===== src/rtl/full_adder_32bit.sv =====
// full_adder_32bit: 32-bit adder with carry-in, carry-out and signed overflow.
// Eight 4-bit carry-lookahead groups of full-adder cells. Each group passes
// its carry-out to the next group.
// Build option FULL_ADDER_32BIT_REG_OUT_EN adds a registered output stage with
// synchronous active-high reset. Without it, the outputs are purely
// combinational and clk/reset have no effect.

// One bit cell: produces the sum bit and the generate/propagate terms.
// The group's lookahead logic builds the carries from these terms.
module full_adder_32bit_cell (
    input  logic a,
    input  logic b,
    input  logic c,
    output logic s,
    output logic g,
    output logic p
);
    assign p = a ^ b;
    assign g = a & b;
    assign s = p ^ c;
endmodule

// 4-bit carry-lookahead group. Every internal carry is expanded directly from
// c_in, so no carry ripples through the group.
module full_adder_32bit_cla4 (
    input  logic [3:0] a,
    input  logic [3:0] b,
    input  logic       c_in,
    output logic [3:0] s,
    output logic [4:0] c
);
    logic [3:0] g;
    logic [3:0] p;

    for (genvar i = 0; i < 4; i++) begin : g_bit
        full_adder_32bit_cell u_cell (
            .a (a[i]),
            .b (b[i]),
            .c (c[i]),
            .s (s[i]),
            .g (g[i]),
            .p (p[i])
        );
    end

    assign c[0] = c_in;
    assign c[1] = g[0] | (p[0] & c_in);
    assign c[2] = g[1] | (p[1] & g[0]) | (p[1] & p[0] & c_in);
    assign c[3] = g[2] | (p[2] & g[1]) | (p[2] & p[1] & g[0])
                | (p[2] & p[1] & p[0] & c_in);
    assign c[4] = g[3] | (p[3] & g[2]) | (p[3] & p[2] & g[1])
                | (p[3] & p[2] & p[1] & g[0])
                | (p[3] & p[2] & p[1] & p[0] & c_in);
endmodule

module full_adder_32bit (
    input  logic        clk,
    input  logic        reset,
    input  logic [31:0] inp0,
    input  logic [31:0] inp1,
    input  logic        cin,
    output logic [31:0] sum,
    output logic        carry,
    output logic        overflow
);
    logic [31:0] sum_comb;
    logic        carry_comb;
    logic        overflow_comb;

    // Group carry-ins are separate per-group nets, so each group's carry-out
    // feeds only the next group. This keeps the ripple chain free of loops.
    for (genvar k = 0; k < 8; k++) begin : g_grp
        logic       c_in;
        logic [4:0] c;
        if (k == 0) begin : g_first
            assign c_in = cin;
        end else begin : g_next
            assign c_in = g_grp[k-1].c[4];
        end
        full_adder_32bit_cla4 u_cla (
            .a    (inp0[4*k +: 4]),
            .b    (inp1[4*k +: 4]),
            .c_in (c_in),
            .s    (sum_comb[4*k +: 4]),
            .c    (c)
        );
    end

    assign carry_comb    = g_grp[7].c[4];
    assign overflow_comb = g_grp[7].c[4] ^ g_grp[7].c[3];

`ifdef FULL_ADDER_32BIT_REG_OUT_EN
    // Output register: reset clears all outputs; otherwise capture the result.
    always_ff @(posedge clk) begin
        if (reset) begin
            sum      <= 32'd0;
            carry    <= 1'b0;
            overflow <= 1'b0;
        end else begin
            sum      <= sum_comb;
            carry    <= carry_comb;
            overflow <= overflow_comb;
        end
    end
`else
    logic unused_clk_reset;
    assign unused_clk_reset = clk | reset;

    assign sum      = sum_comb;
    assign carry    = carry_comb;
    assign overflow = overflow_comb;
`endif
endmodule


===== config.mk =====
export PLATFORM = sky130hd
export DESIGN_NAME = full_adder_32bit
export DESIGN_NICKNAME = d
export VERILOG_FILES = /design/src/rtl/full_adder_32bit.sv
export SDC_FILE = /design/constraint.sdc
export NUM_CORES = 1
export LEC_CHECK = 0
export ABC_AREA = 1
export BUFFER_PORTS_ARGS = -buffer_cell sky130_fd_sc_hd__buf_2
export CAP_MARGIN = 10
export CORE_AREA = 2 2 60 76
export DETAILED_ROUTE_END_ITERATION = 10
export DIE_AREA = 0 0 62 78
export GPL_ROUTABILITY_DRIVEN = 1
export PLACE_DENSITY = 0.77
export SLEW_MARGIN = 20
export SYNTH_ARGS = -nofsm -noshare
export SYNTH_HDL_FRONTEND = slang
export SYNTH_SLANG_ARGS = --single-unit

===== constraint.sdc =====
create_clock -name vclk -period 2.75
set_input_delay 0.4125 -clock vclk [all_inputs]
set_output_delay 0.4125 -clock vclk [all_outputs]
set_load 0.01 [all_outputs]

==> results.toml <==
[final_layout]
diodes = 0
area.growth.synth_to_final_pct = 44.76
stdcell_count = 364
numSequentialCells = 0
fin_nets = 417
seq_area_um2 = 0
drive_above_1_share = 0.5422
utilization = 0.5732
layout_commonest_cell = "buf_2"
final_cell_mix = "92 x buf_2, 27 x nand2_1, 25 x buf_4"
nClkBuffers = 0
fin_area_um2 = 2331

[timing]
whs_ns = 1.193
rsz0062_at_grt = "true"
fmax_mhz = 362.1
setup_slack_ns = -0.01194
layout_min_cycle_time_ns = 2.762
setup_viol = 2
drv_slew = 0
slew_headroom = 0.8190
finalCritPeriodShare = 1.004
hold_viol = 0
worstMarginPinSlew_ns = 0.2694

[hold_path]
worst_hold_path.endpoint = "sum[8]"
holdCritStartpoint = "inp1[8]"
hold_depth = 3
hold_path_class = "in -> out"

[setup_path]
critPathCaptureType = "output port"
start_kind = "input port"
worstSetupPathType = "in -> out"
path_common_cell = "nand2_2"
slowest_stage = "fa_2"
critPathLaunch = "inp0[0]"
worst_path_largest_cell_delay_ns = 0.34
worstPathArrival_ns = 2.35
cp.required_ns = 2.34
critical_path_peak_fanout = 3
path_cells = "buf_6, ha_4, nand2_2, nand2_2, nand3_2, nand2_2, nand2_2, nand2_2, nand2_2, nand2_2, nand2_2, nand2_4, nand2_4, nand2_4, nand2_4, nand2_4, nand2_4, nand2_4, fa_2, xor2_1, buf_2"

[power_and_ir_drop]
internal_power_uw = 308.6
ir_drop_mv = 0.1115
sequentialPowerShare = 0
combPwrFrac = 1.000
cellLeakagePower_uw = 0.001288
fin_total_pwr_uw = 614.1
swShare = 0.4975
pwr-share-clk = 0
power_density_nw_per_um2 = 263.4
switching_power_uw = 305.5

[run_status]
violations = "negative setup slack"
outcome = "finished with violations"

[grt]
first_global_vias = 1539
grt.overflow.total = 0
grt_first_pass_wirelength_um = 5720
grt_util_all_layers = 0.1434
grt_max_degree = 6
grt_antenna_before_repair = 0

[drt]
wl_per_cell_um = 9.918
post-route-drc-count = 0
drtIter0Drc = 25
ant_nets = 0
firstDrtPassIters = 4
via_count = 1660
wl_um = 3610
vias_per_cell = 4.560

[placement]
place_inst = 361
io_buffers = 99
hpwl_um = 3182
gp_congestion = 0.7711
place_area_um2 = 2153

[synthesis]
synth_xor_area_frac = 0.1197
syn-num-nets = 323
ys_seq_area_frac = 0
synthCells = 216
synth_area_um2 = 1610
avgSynthCellArea_um2 = 7.455
yosys.cell_types.count = 22
synth_compound_area_frac = 0.1041
synth_fa_ha_area_frac = 0.3481
synth_top_family_by_area = "adder cells"
synthSimpleGateAreaFrac = 0.2347
muxShareOfSynthArea = 0
yosysWarnings = 0

[clock_network]
hold_buffers = 0

[die]
die_height_um = 78
rows = 26
core_area_um2 = 4066
ioPinCount = 101
dieArea_um2 = 4836
die_x_um = 62
initial_core_util = 0.3960

[job]
maxCapViolations = 0
-- metal layers --
metal  GRT usage  vias to the layer above  part of all wire
met5           0                        -                 0
met4    0.008511                        0            0.0075
met3     0.01500                        2             0.073
met2      0.2979                       57              0.58
met1      0.1466                      737              0.34
li1            -                      864                 -
-- per-stage QoR --
step	setup TNS, ns	setup slack, ns
after floorplan	0	0.01070
after global placement	-0.2005	-0.09241
after global routing	-0.9011	-0.1461
after detailed placement	-0.3583	-0.1071
final	-0.02039	-0.01194
after CTS	-0.08219	-0.04906
-- power by group through the flow --
stage | combinational [uW] | sequential (uW) | clock (uW)
final | 614 | 0 | 0
after global routing | 686 | 0 | 0
after CTS | 605 | 0 | 0
after detailed placement | 569 | 0 | 0
after global placement | 554 | 0 | 0
after floorplan | 462 | 0 | 0
-- synthesized netlist by cell type (3+ instances only) --
| master | n | area, um^2 |
|---|---|---|
| fa_1 | 8 | 160.2 |
| nor2_1 | 10 | 37.54 |
| o21bai_1 | 3 | 22.52 |
| nand2_2 | 9 | 56.30 |
| inv_1 | 18 | 67.56 |
| nand2_1 | 31 | 116.4 |
| ha_1 | 32 | 400.4 |
| buf_4 | 32 | 240.2 |
| a21oi_1 | 24 | 120.1 |
| nand2_4 | 7 | 78.83 |
| nand3_1 | 11 | 55.05 |
| xnor2_1 | 7 | 61.31 |
| xor2_1 | 15 | 131.4 |
-- critical path, delay by kind of cell --
family | cells | cell delay [ns]
buffers and inverters | 2 | 0.25
adder cells (fa/ha/maj) | 2 | 0.57
AND/OR/NAND/NOR | 16 | 0.96
XOR/XNOR | 1 | 0.15
-- kinds of logic (layout without fill, tap and decap cells) --
family / after synthesis / count (layout)
xor gates and xnor gates: 22 / 22
and+or+nand+nor: 73 / 73
buffers and inverters: 51 / 143
AOI/OAI and AO/OA: 30 / 30
adders and majority gates: 40 / 40
-- final cells by class --
class,count,area [um^2]
fillers,390,1735
inverters,19,72.57
multi-input cells,165,1461
well taps,56,70.07
repair buffers,124,726.9
-- worst max path at each step --
stage	to	slack, ns	cells after the start
4_1_cts	sum[29]	-0.05	19
3_5_place_dp	sum[28]	-0.11	20
6_report	sum[29]	-0.01	21
5_1_grt	sum[29]	-0.15	21
2_1_floorplan	sum[28]	0.01	19
3_3_place_gp	sum[28]	-0.09	20
-- repair_timing --
action	4_1_cts	5_1_grt
endpoints found under the setup margin	6	14
endpoints found under the hold margin	0	0
buffers inserted	2	1
gates resized for setup	18	9
pin swaps	9	12
(Power assumes the default switching activity.)
